===== src/rtl/code_lock_param.sv =====
// Parametrised keypad code lock: programmable code, failed-attempt counter,
// timed lockout and in-place reprogramming while open.
module code_lock_param #(
    parameter int DIGIT_W        = 4,
    parameter int CODE_LEN       = 6,
    parameter int MAX_ERRORS     = 3,
    parameter int LOCKOUT_CYCLES = 16,
    parameter logic [CODE_LEN*DIGIT_W-1:0] DEFAULT_CODE = 24'h575164
) (
    input  logic                            clock,
    input  logic                            reset_n,
    input  logic                            digit_valid,
    input  logic [DIGIT_W-1:0]              digit,
    input  logic                            clear,
    input  logic                            prog_req,
    output logic                            unlocked,
    output logic                            error_led,
    output logic                            lockout,
    output logic                            prog_active,
    output logic [1:0]                      state_display,
    output logic [$clog2(MAX_ERRORS+1)-1:0] err_count
);

    localparam int CODE_W = CODE_LEN * DIGIT_W;
    localparam int POS_W  = $clog2(CODE_LEN);
    localparam int ERR_W  = $clog2(MAX_ERRORS + 1);
    localparam int CNT_W  = $clog2(LOCKOUT_CYCLES);

    localparam logic [POS_W-1:0] LAST_POS = POS_W'(CODE_LEN - 1);
    localparam logic [ERR_W-1:0] ERR_MAX  = ERR_W'(MAX_ERRORS);
    localparam logic [ERR_W-1:0] ERR_LAST = ERR_W'(MAX_ERRORS - 1);
    localparam logic [CNT_W-1:0] CNT_INIT = CNT_W'(LOCKOUT_CYCLES - 1);

    typedef enum logic [1:0] {
        ST_ENTRY,
        ST_OPEN,
        ST_LOCKOUT,
        ST_PROG
    } state_t;

    state_t              state_q, state_d;
    logic [CODE_W-1:0]   code_q, code_d;
    logic [CODE_W-1:0]   shadow_q, shadow_d;
    logic [POS_W-1:0]    pos_q, pos_d;
    logic                mis_q, mis_d;
    logic [ERR_W-1:0]    err_q, err_d;
    logic [CNT_W-1:0]    cnt_q, cnt_d;
    logic [1:0]          disp_d;

    logic [DIGIT_W-1:0]  slot;
    logic [CODE_W-1:0]   shadow_ins;
    logic                last;
    logic                miss;

    // Slot at the current position, first digit in the MSBs.
    always_comb begin
        slot       = '0;
        shadow_ins = shadow_q;
        for (int i = 0; i < CODE_LEN; i++) begin
            if (pos_q == POS_W'(i)) begin
                slot = code_q[(CODE_LEN-1-i)*DIGIT_W +: DIGIT_W];
                shadow_ins[(CODE_LEN-1-i)*DIGIT_W +: DIGIT_W] = digit;
            end
        end
    end

    assign last = (pos_q == LAST_POS);
    assign miss = mis_q | (digit != slot);

    always_comb begin
        state_d  = state_q;
        code_d   = code_q;
        shadow_d = shadow_q;
        pos_d    = pos_q;
        mis_d    = mis_q;
        err_d    = err_q;
        cnt_d    = cnt_q;
        case (state_q)
            ST_ENTRY: begin
                if (clear) begin
                    pos_d = '0;
                    mis_d = 1'b0;
                end else if (digit_valid) begin
                    if (last) begin
                        pos_d = '0;
                        mis_d = 1'b0;
                        if (!miss) begin
                            state_d = ST_OPEN;
                            err_d   = '0;
                        end else if (err_q == ERR_LAST) begin
                            state_d = ST_LOCKOUT;
                            cnt_d   = CNT_INIT;
                            err_d   = ERR_MAX;
                        end else begin
                            err_d = err_q + ERR_W'(1);
                        end
                    end else begin
                        pos_d = pos_q + POS_W'(1);
                        mis_d = miss;
                    end
                end
            end
            ST_OPEN: begin
                if (clear) begin
                    state_d = ST_ENTRY;
                    pos_d   = '0;
                    mis_d   = 1'b0;
                end else if (prog_req) begin
                    state_d  = ST_PROG;
                    pos_d    = '0;
                    shadow_d = '0;
                end
            end
            ST_PROG: begin
                if (clear) begin
                    state_d = ST_ENTRY;
                    pos_d   = '0;
                    mis_d   = 1'b0;
                end else if (digit_valid) begin
                    shadow_d = shadow_ins;
                    if (last) begin
                        code_d  = shadow_ins;
                        state_d = ST_ENTRY;
                        pos_d   = '0;
                        mis_d   = 1'b0;
                        err_d   = '0;
                    end else begin
                        pos_d = pos_q + POS_W'(1);
                    end
                end
            end
            ST_LOCKOUT: begin
                if (cnt_q == '0) begin
                    state_d = ST_ENTRY;
                    err_d   = '0;
                    pos_d   = '0;
                    mis_d   = 1'b0;
                end else begin
                    cnt_d = cnt_q - CNT_W'(1);
                end
            end
            default: state_d = ST_ENTRY;
        endcase
    end

    always_comb begin
        disp_d = 2'b00;
        unique case (1'b1)
            (state_d == ST_LOCKOUT): disp_d = 2'b11;
            (state_d == ST_OPEN),
            (state_d == ST_PROG):    disp_d = 2'b10;
            default:                 disp_d = (err_d != '0) ? 2'b01 : 2'b00;
        endcase
    end

    // Outputs are registered from the next-state decode: same timing as a
    // Moore decode of state_q, but glitch-free at the pins.
    always_ff @(posedge clock or negedge reset_n) begin
        if (!reset_n) begin
            state_q       <= ST_ENTRY;
            code_q        <= DEFAULT_CODE;
            shadow_q      <= '0;
            pos_q         <= '0;
            mis_q         <= 1'b0;
            err_q         <= '0;
            cnt_q         <= '0;
            unlocked      <= 1'b0;
            error_led     <= 1'b0;
            lockout       <= 1'b0;
            prog_active   <= 1'b0;
            state_display <= 2'b00;
        end else begin
            state_q       <= state_d;
            code_q        <= code_d;
            shadow_q      <= shadow_d;
            pos_q         <= pos_d;
            mis_q         <= mis_d;
            err_q         <= err_d;
            cnt_q         <= cnt_d;
            unlocked      <= (state_d == ST_OPEN);
            error_led     <= (err_d != '0) || (state_d == ST_LOCKOUT);
            lockout       <= (state_d == ST_LOCKOUT);
            prog_active   <= (state_d == ST_PROG);
            state_display <= disp_d;
        end
    end

    assign err_count = err_q;

endmodule


===== config.mk =====
export PLATFORM = sky130hd
export DESIGN_NAME = code_lock_param
export DESIGN_NICKNAME = d
export VERILOG_FILES = /design/src/rtl/code_lock_param.sv
export SDC_FILE = /design/constraint.sdc
export NUM_CORES = 1
export LEC_CHECK = 0
export ABC_AREA = 1
export BUFFER_PORTS_ARGS = -buffer_cell sky130_fd_sc_hd__buf_4
export CAP_MARGIN = 30
export CORE_UTILIZATION = 35
export DETAILED_ROUTE_END_ITERATION = 8
export HOLD_SLACK_MARGIN = 0.06
export PLACE_DENSITY = 0.52
export SLEW_MARGIN = 20
export SYNTH_ARGS = -nofsm -noshare
export SYNTH_HDL_FRONTEND = slang
export SYNTH_SLANG_ARGS = --single-unit

===== constraint.sdc =====
create_clock -name clock -period 5 [get_ports clock]
set_input_delay 0.25 -clock clock [delete_from_list [all_inputs] [get_ports clock]]
set_output_delay 0.25 -clock clock [all_outputs]
set_load 0.05 [all_outputs]

==> results_dict.tcl, run 1 <==
set metrics [dict create \
    synth_top_family_by_area "simple AND/OR/NAND/NOR gates" \
    grt_setup_unrepaired "false" \
    fin_skew_ns 0.0109 \
    dp_hpwl_um 5350 \
    antenna_found_initial 0 \
    min_path_type "in2reg" \
    synthArstFlopShare 1.00 \
    via_per_inst 4.79 \
    clock-root-buffer "clkbuf_8" \
    synthXorXnorAreaFrac 0 \
    grt_pass1_vias 2768 \
    syn-cell-area_um2 3470 \
    clk_pin_slew_ns 0.08 \
    p_int_w 0.000956 \
    grt-ovfl-total 0 \
    clkLatencyLatePin_ns 0.34 \
    drc 0 \
    grt_pass1_wl_um 13700 \
    swShare 0.364 \
    cts_tree "built" \
    io_pins 17 \
    slew_viol_final 0 \
    rows 35 \
    fin_tns_setup_ns 0 \
    max_freq_mhz 392 \
    ys_ff_latch 66 \
    fin_crit_ns 2.55 \
    num_vias 2804 \
    yosys_warnings 0 \
    track_usage 0.174 \
    die_w_um 102 \
    critPathCaptureType "flop" \
    antenna_cells 0 \
    drive_gt1_frac 0.151 \
    routedWlPerCell_um 13.6 \
    synth.avg_cell_area_um2 7.98 \
    synthSimpleGateAreaFrac 0.204 \
    cp_data_required_time_ns 5.25 \
    die-area_um2 10300 \
    syn_nets 451 \
    antenna_left 0 \
    fin_crit_sh 0.511 \
    portBuffers 16 \
    final_common_cell "nand2_1" \
    combinationalPowerShare 0.291 \
    ys_seq_area_frac 0.480 \
    p_leak_nw 1.87 \
    switching_power_w 0.000548 \
    cts_made_buffers 9 \
    slew_headroom 0.523 \
    drt_pass1_iterations 4 \
    die_y_um 102 \
    synth_top_cells_by_area "dfrtp_1 40%, nand2_1 8.8%, dfstp_2 8.3%" \
    syn_inst 435 \
    cts_setup_buffers 0 \
    gp_congestion 0.831 \
    yosysUniqueCellTypes 34 \
    coreArea_um2 9420 \
    grt_max_degree 67 \
    drv_cap 0 \
    power_w 0.00150 \
    status "finished clean" \
    fin_nets 467 \
    clock_sinks 66 \
    synth-compound-area-share 0.185 \
    ctsHtreeMaxLevel 3 \
    vdd_drop_max_v 0.000224 \
    drt_iter0_markers 123 \
    start_util 0.369 \
    met2WireLength_um 3600 \
    clockBufferDepth 2 \
    routed_wl_um 7930 \
    p_seq_frac 0.407 \
    path_class "reg2reg" \
    dr.max_layer_used "met4" \
    power_density_nw_per_um2 384 \
    ys.flop_type "dfrtp_1" \
    tightest_slew_ns 0.714 \
    crit_fanout 15 \
    synth_top_area_share 0.396 \
    synth_edf_count 0 \
    syn2layout_area_growth_pct 12.8 \
    synthMuxAreaShare 0.0130 \
    critPathArrivalTime_ns 2.81 \
    layout_common_cells "81 x nand2_1, 61 x inv_1, 55 x dfrtp_1" \
    setup_viol 0 \
    drt-met1-wl_um 3940 \
    hold_viol 0 \
    synth_area_leader_cell "dfrtp_1" \
    crit_path_start_kind "flop" \
    wl_met3_um 292 \
    synth_fa_ha_area_frac 0.0252 \
    p_clk_frac 0.302 \
]
-- flip-flops by register name, indices dropped and copies added, names as in the netlist --
| register | flops |
|---|---|
| cnt_q | 4 |
| pos_q | 3 |
| error_led | 1 |
| state_q | 2 |
| mis_q | 1 |
| lockout | 1 |
| prog_active | 1 |
| unlocked | 1 |
| err_count | 2 |
| code_q | 24 |
| state_display | 2 |
| shadow_q | 24 |
-- cell families (layout without fill, tap and decap cells) --
family,count (synthesis),after routing
and+or+nand+nor,163,163
adders and majority gates,7,7
AOI/OAI and AO/OA,115,115
muxes,4,4
buffers and inverters,80,101
DFF,66,66
-- worst max-delay path, stage by stage (launching register included) --
cell	delay (ns)
dfrtp_1	0.56
nand2_1	0.09
inv_1	0.08
ha_1	0.47
inv_1	0.13
nand4_1	0.14
nand2_1	0.07
nand2_1	0.07
o21ai_0	0.08
nand2_1	0.06
nand2_1	0.05
nand3_2	0.12
nand3_1	0.13
a21oi_4	0.24
o21ai_1	0.10
o21ai_0	0.07
-- what timing repair did --
action,CTS,global route
hold buffers,1,0
setup endpoints to repair,0,0
endpoints found under the hold margin,33,0
resized for setup,0,0
-- final timing paths --
check | from | end | slack [ns] | depth (start not counted)
max in group asynchronous | reset_n | code_q[12] | 3.99 | 3
min in group asynchronous | reset_n | shadow_q[23] | 0.40 | 2
setup / recovery | pos_q[1] | cnt_q[0] | 2.45 | 15
hold / removal | clear | code_q[8] | 0.26 | 4
hold reg to reg | code_q[17] | code_q[17] | 0.50 | 2
setup reg to reg | pos_q[1] | cnt_q[0] | 2.45 | 15
-- per-stage QoR --
step / hold WS, ns / cells / instance area, um^2 / utilization / setup WS, ns
4_1_cts: 0.243 / 584 / 3900 / 0.414 / 2.43
2_1_floorplan: -0.0456 / 435 / 3470 / - / 2.75
5_1_grt: 0.273 / 585 / 3920 / 0.416 / 2.14
3_3_place_gp: 0.424 / 567 / 3690 / 0.392 / 2.46
6_report: 0.264 / 585 / 3920 / 0.416 / 2.45
3_5_place_dp: 0.421 / 567 / 3690 / 0.392 / 2.45
-- layer usage --
layer / global-route usage / vias up
met5: 0 / -
met4: 0.0613 / 0
met3: 0.0359 / 7
met2: 0.261 / 42
met1: 0.248 / 1302
li1: - / 1453
-- synthesized netlist by cell type (3+ instances only) --
cell type,n
nand2_2,4
clkbuf_1,10
dfstp_2,11
nand3_1,18
a21oi_1,39
nand4_1,4
inv_2,4
inv_1,61
nor2_1,46
o21ai_0,47
nand2_1,81
ha_1,7
mux2_2,4
dfrtp_1,55
nor2_4,3
o22ai_1,17
-- area by class of cell --
class                           instances  area [um^2]
Fill cell                             967         5500
Sequential cell                        66         1670
Multi-Input combinational cell        289         1490
Inverter                               65          244
Timing Repair Buffer                   20          165
Tap cell                              129          161
Clock buffer                           12          145
Clock inverter                          4         51.3
-- power by group through the flow --
stage / combinational [W] / sequential [W] / clock, W
floorplan: 0.000293 / 0.000662 / 0
global placement: 0.000434 / 0.000623 / 0
detailed placement: 0.000436 / 0.000623 / 0
CTS: 0.000438 / 0.000614 / 0.000469
global route: 0.000490 / 0.000619 / 0.000495
finish: 0.000437 / 0.000613 / 0.000454
No activity file was read; power rests on OpenSTA's default activity.
==> inputs of run 2 (changes only) <==
Settings changed: ABC_AREA 1 to 0.
Clock period 5 ns to 2.6 ns, I/O delays scaled along.
==> results_dict.tcl, run 2 <==
set metrics [dict create \
    antenna_cells 0 \
    synth_most_common_cell "dfrtp_1" \
    synthArstFlopShare 1.00 \
    ys.flop_type "dfrtp_1" \
    fin_skew_ns 0.0161 \
    worstRegToRegCells 9 \
    synthXorXnorAreaFrac 0.00751 \
    slowest_stage "or4_4" \
    syn-cell-area_um2 3500 \
    synthSimpleGateAreaFrac 0.162 \
    status "finished clean" \
    io_pins 17 \
    place_inst 505 \
    ys_seq_area_frac 0.447 \
    cp_top_family "simple AND/OR/NAND/NOR gates" \
    grt_pass1_vias 2605 \
    track_usage 0.179 \
    antenna_found_initial 0 \
    crit_path_start_kind "flop" \
    slew_viol_final 0 \
    vdd_drop_max_v 0.000287 \
    register_area_um2 1570 \
    synth_fa_ha_area_frac 0.0250 \
    finalInstanceArea_um2 4080 \
    routedWlPerCell_um 16.3 \
    drv_cap 0 \
    power_density_nw_per_um2 587 \
    synth_edf_count 0 \
    crit_fanout 8 \
    clockBufferDepth 2 \
    drc 0 \
    max_freq_mhz 399 \
    fin_nets 401 \
    gp_congestion 0.803 \
    grt_max_degree 63 \
    num_vias 2734 \
    final_common_cell "dfrtp_1" \
    clock-root-buffer "clkbuf_8" \
    routed_wl_um 8520 \
    p_int_w 0.00170 \
    start_util 0.360 \
    slew_headroom 0.449 \
    layout_common_cells "49 x dfrtp_1, 40 x nor2_1, 35 x buf_4" \
    critPathArrivalTime_ns 2.74 \
    dp_hpwl_um 5580 \
    synth_area_leader_cell "dfrtp_1" \
    tightest_slew_ns 0.826 \
    yosysUniqueCellTypes 51 \
    clkLatencyLatePin_ns 0.35 \
    clk_pin_slew_ns 0.08 \
    synth.avg_cell_area_um2 9.59 \
    synthMuxAreaShare 0.0708 \
    critPathCaptureType "flop" \
    drt_pass1_iterations 5 \
    hold_viol 0 \
    multi_input_area_um2 1800 \
    syn_nets 381 \
    path_class "reg2reg" \
    yosys_warnings 0 \
    dpl_cell_area_um2 3810 \
    ctsHtreeMaxLevel 3 \
    ys_ff_latch 62 \
    critPathBufInv 1 \
    syn2layout_area_growth_pct 16.5 \
    combinationalPowerShare 0.182 \
    hold_slack_ns 0.0939 \
    setup_viol 0 \
    portBuffers 16 \
    path_cells "and2_4, ha_4, buf_4, nand3b_1, o211ai_2, xnor2_1, or4_4, and4b_1, mux2_2" \
    p_clk_frac 0.393 \
    grt-ovfl-total 0 \
    via_per_inst 5.23 \
    holdPathStages 3 \
    largest_register "code_q" \
    die_y_um 102 \
    synth_top_area_share 0.365 \
    largestRegisters "code_q x24, shadow_q x20, cnt_q x4" \
    synth_top_family_by_area "compound AO/OA/AOI/OAI gates" \
    p_leak_nw 1.79 \
    clock_sinks 62 \
    synth_top_cells_by_area "dfrtp_1 36%, dfstp_2 8.3%, a22o_1 7.0%" \
    p_seq_frac 0.425 \
    fin_crit_ns 2.51 \
    die-area_um2 10400 \
    drt_iter0_markers 140 \
    synthTopCellsByCount "51 x dfrtp_1, 40 x nor2_1, 32 x a21oi_1" \
    fin_crit_sh 0.964 \
    fillers 966 \
    min_path_type "in2reg" \
    final_cells 523 \
    path_depth 9 \
    grt_pass1_wl_um 13800 \
    die_w_um 102 \
    rows 36 \
    syn_inst 365 \
    cp_data_required_time_ns 2.83 \
    largest_reg_flops 24 \
    drive_gt1_frac 0.233 \
    cts_tree "built" \
    cp_slowest_stage_delay_ns 0.61 \
    switching_power_w 0.000698 \
    synth-compound-area-share 0.237 \
    coreArea_um2 9730 \
    dp_slack_ns 0.108 \
    cts_made_buffers 9 \
    layout_setup_ws_ns 0.0941 \
    antenna_left 0 \
    swShare 0.292 \
]
[run 2: cells by family (layout without fill, tap and decap cells)]
| logic type | Yosys count | count (layout) |
|---|---|---|
| compound gates | 116 | 116 |
| flops | 62 | 62 |
| simple gates | 114 | 114 |
| mux | 24 | 24 |
| xor+xnor | 3 | 3 |
| fa+ha+maj | 7 | 7 |
| buf+inv | 39 | 64 |
[run 2: metrics by stage]
stage / utilization / power [W] / setup TNS, ns
6_report: 0.419 / 0.00239 / 0
5_1_grt: 0.419 / 0.00251 / -0.00584
4_1_cts: 0.415 / 0.00241 / 0
3_5_place_dp: 0.392 / 0.00146 / 0
3_3_place_gp: 0.392 / 0.00145 / 0
2_1_floorplan: - / 0.00132 / -0.437
[run 2: repair_timing]
action,in CTS,in global routing
setup endpoints to repair,0,11
endpoints found under the hold margin,51,0
resized for setup,0,8
hold buffers,1,0
buffers inserted,0,1
[run 2: final cells by class]
type                            count  area share
Inverter                           10     0.00921
Sequential cell                    62       0.385
Clock buffer                       10      0.0313
Tap cell                          133      0.0408
Timing Repair Buffer               38      0.0724
Multi-Input combinational cell    264       0.440
Clock inverter                      6      0.0212
[run 2: worst paths after layout]
path                                end  slack [ns]        start
max in group asynchronous      pos_q[0]        1.61      reset_n
hold reg to reg             shadow_q[4]        0.50  shadow_q[4]
hold / removal               code_q[14]        0.09     digit[2]
setup / recovery                  mis_q        0.09     pos_q[0]
setup reg to reg                  mis_q        0.09     pos_q[0]
min in group asynchronous  shadow_q[13]        0.42      reset_n
[run 2: power by group through the flow]
stage | clock, W | sequential, W | combinational, W
after floorplan | 0 | 0.00110 | 0.000228
after global placement | 0 | 0.00103 | 0.000422
after detailed placement | 0 | 0.00103 | 0.000423
after CTS | 0.000972 | 0.00101 | 0.000427
after global routing | 0.00101 | 0.00102 | 0.000477
final | 0.000940 | 0.00102 | 0.000436
[run 2: per-layer routing]
| metal | global-route usage | part of all wire |
|---|---|---|
| met3 | 0.0390 | 0.037 |
| met2 | 0.261 | 0.45 |
| met1 | 0.259 | 0.50 |
| met4 | 0.0626 | 0.013 |
| met5 | 0 | 0 |
[run 2: worst register-to-register path, cell delays in order (launching register included)]
cell,delay [ns]
dfrtp_2,0.45
and2_4,0.16
ha_4,0.16
buf_4,0.16
nand3b_1,0.10
o211ai_2,0.10
xnor2_1,0.17
or4_4,0.61
and4b_1,0.22
mux2_2,0.25
==> inputs of run 3 (changes only) <==
Settings changed: CORE_UTILIZATION 35 to 50, PLACE_DENSITY 0.52 to 0.69.
==> results_dict.tcl, run 3 (same netlist as run 2, synthesis figures left out) <==
set metrics [dict create \
    rrSetupSlack_ns 0.11 \
    vdd_drop_max_v 0.000286 \
    routedWlPerCell_um 16.3 \
    hold_slack_ns 0.108 \
    largestRegisters "code_q x24, shadow_q x20, cnt_q x4" \
    cp_top_family "simple AND/OR/NAND/NOR gates" \
    largest_register "code_q" \
    dp_hpwl_um 5220 \
    grt_max_degree 63 \
    largest_reg_flops 24 \
    cp_slowest_stage_delay_ns 0.61 \
    setup_viol 0 \
    portBuffers 16 \
    drv_cap 0 \
    path_class "reg2reg" \
    num_vias 2819 \
    p_leak_nw 1.80 \
    min_path_type "in2reg" \
    grt_setup_unrepaired "false" \
    coreArea_um2 6790 \
    slew_headroom 0.481 \
    status "finished clean" \
    final_common_cell "dfrtp_1" \
    max_freq_mhz 402 \
    drt_iter0_markers 196 \
    clk_pin_slew_ns 0.07 \
    drc 0 \
    worstRegToRegCells 9 \
    die_w_um 85.7 \
    antenna_left 0 \
    critPathCaptureType "flop" \
    track_usage 0.240 \
    crit_path_start_kind "flop" \
    fin_nets 401 \
    grt_pass1_vias 2804 \
    rows 30 \
    critPathBufInv 1 \
    fin_util 0.600 \
    via_per_inst 5.80 \
    path_cells "and2_4, ha_4, buf_6, nand3b_1, o211ai_2, xnor2_1, or4_4, and4b_1, mux2_2" \
    ctsHtreeMaxLevel 3 \
    cp-startpoint "pos_q[0]" \
    power_w 0.00243 \
    min-delay-start "digit[0]" \
    clock_sinks 62 \
    fin_skew_ns 0.00987 \
    grt_pass1_wl_um 13600 \
    r2r-start "pos_q[0]" \
    fin_crit_ns 2.49 \
    crit_fanout 11 \
    power_density_nw_per_um2 596 \
    die-area_um2 7340 \
    cp_data_required_time_ns 2.84 \
    slew_viol_final 0 \
    gp_congestion 0.865 \
    drt_pass1_iterations 4 \
    holdPathStages 3 \
    layout_common_cells "49 x dfrtp_1, 40 x nor2_1, 33 x buf_4" \
    slowest_stage "or4_4" \
    critPathArrivalTime_ns 2.73 \
    drive_gt1_frac 0.236 \
    fin_crit_sh 0.957 \
    r2r_end "mis_q" \
    clock-root-buffer "clkbuf_8" \
    antenna_found_initial 0 \
    tightest_slew_ns 0.779 \
    antenna_cells 0 \
    path_depth 9 \
    routed_wl_um 7930 \
    cts_made_buffers 9 \
    hold_viol 0 \
    io_pins 17 \
    grt-ovfl-total 0 \
    clkLatencyLatePin_ns 0.35 \
    endpoint "mis_q" \
    syn2layout_area_growth_pct 16.4 \
    clockBufferDepth 2 \
    cts_tree "built" \
    die_y_um 85.7 \
    start_util 0.515 \
]
-- run 3: timing repair --
action	in CTS	in global routing
endpoints found under the setup margin	0	9
hold buffers	1	0
endpoints found under the hold margin	51	0
setup buffers	0	4
gates resized for setup	0	11
-- run 3: power breakdown --
group	total, W	internal, W	switching, W
clock	0.000974	0.000593	0.000381
sequential	0.00101	0.000994	0.0000211
combinational	0.000440	0.000170	0.000270
-- run 3: worst register-to-register path, stage by stage, from the launching register on --
cell and delay (ns):
dfrtp_2 0.44, and2_4 0.16, ha_4 0.20, buf_6 0.15, nand3b_1 0.10, o211ai_2 0.10, xnor2_1 0.15, or4_4 0.61
and4b_1 0.23, mux2_2 0.25
-- run 3: metrics by stage --
stage | setup slack [ns] | setup TNS, ns | cell area [um^2] | cells
after global placement | 0.162 | 0 | 3760 | 465
final | 0.112 | 0 | 4070 | 486
after floorplan | -0.168 | -0.437 | 3520 | 365
after detailed placement | 0.0962 | 0 | 3760 | 465
after global routing | 0.00103 | 0 | 4070 | 486
after CTS | 0.0836 | 0 | 3990 | 482
-- run 3: worst min-delay path by stage --
| stage | slack (ns) | end |
|---|---|---|
| after global routing | 0.12 | code_q[14] |
| after CTS | 0.1 | code_q[14] |
| after floorplan | -0.17 | cnt_q[0] |
| final | 0.11 | code_q[12] |
| after detailed placement | 0.27 | cnt_q[2] |
| after global placement | 0.26 | cnt_q[2] |
-- run 3: layer usage --
layer / up-vias / track usage / part of all wire / wire, um
li1: 1352 / - / - / -
met1: 1415 / 0.335 / 0.49 / 3900
met2: 42 / 0.372 / 0.46 / 3640
met3: 10 / 0.0500 / 0.032 / 252
met4: 0 / 0.0848 / 0.017 / 135
met5: - / 0 / 0 / 0
-- run 3: cell type report --
cell class | count | area, um^2
fillers | 558 | 2720
well taps | 96 | 120
clock inverters | 3 | 67.6
multi-input cells | 264 | 1810
repair buffers | 38 | 312
flip-flops and latches | 62 | 1570
clock buffers | 13 | 159
inverters | 10 | 37.5
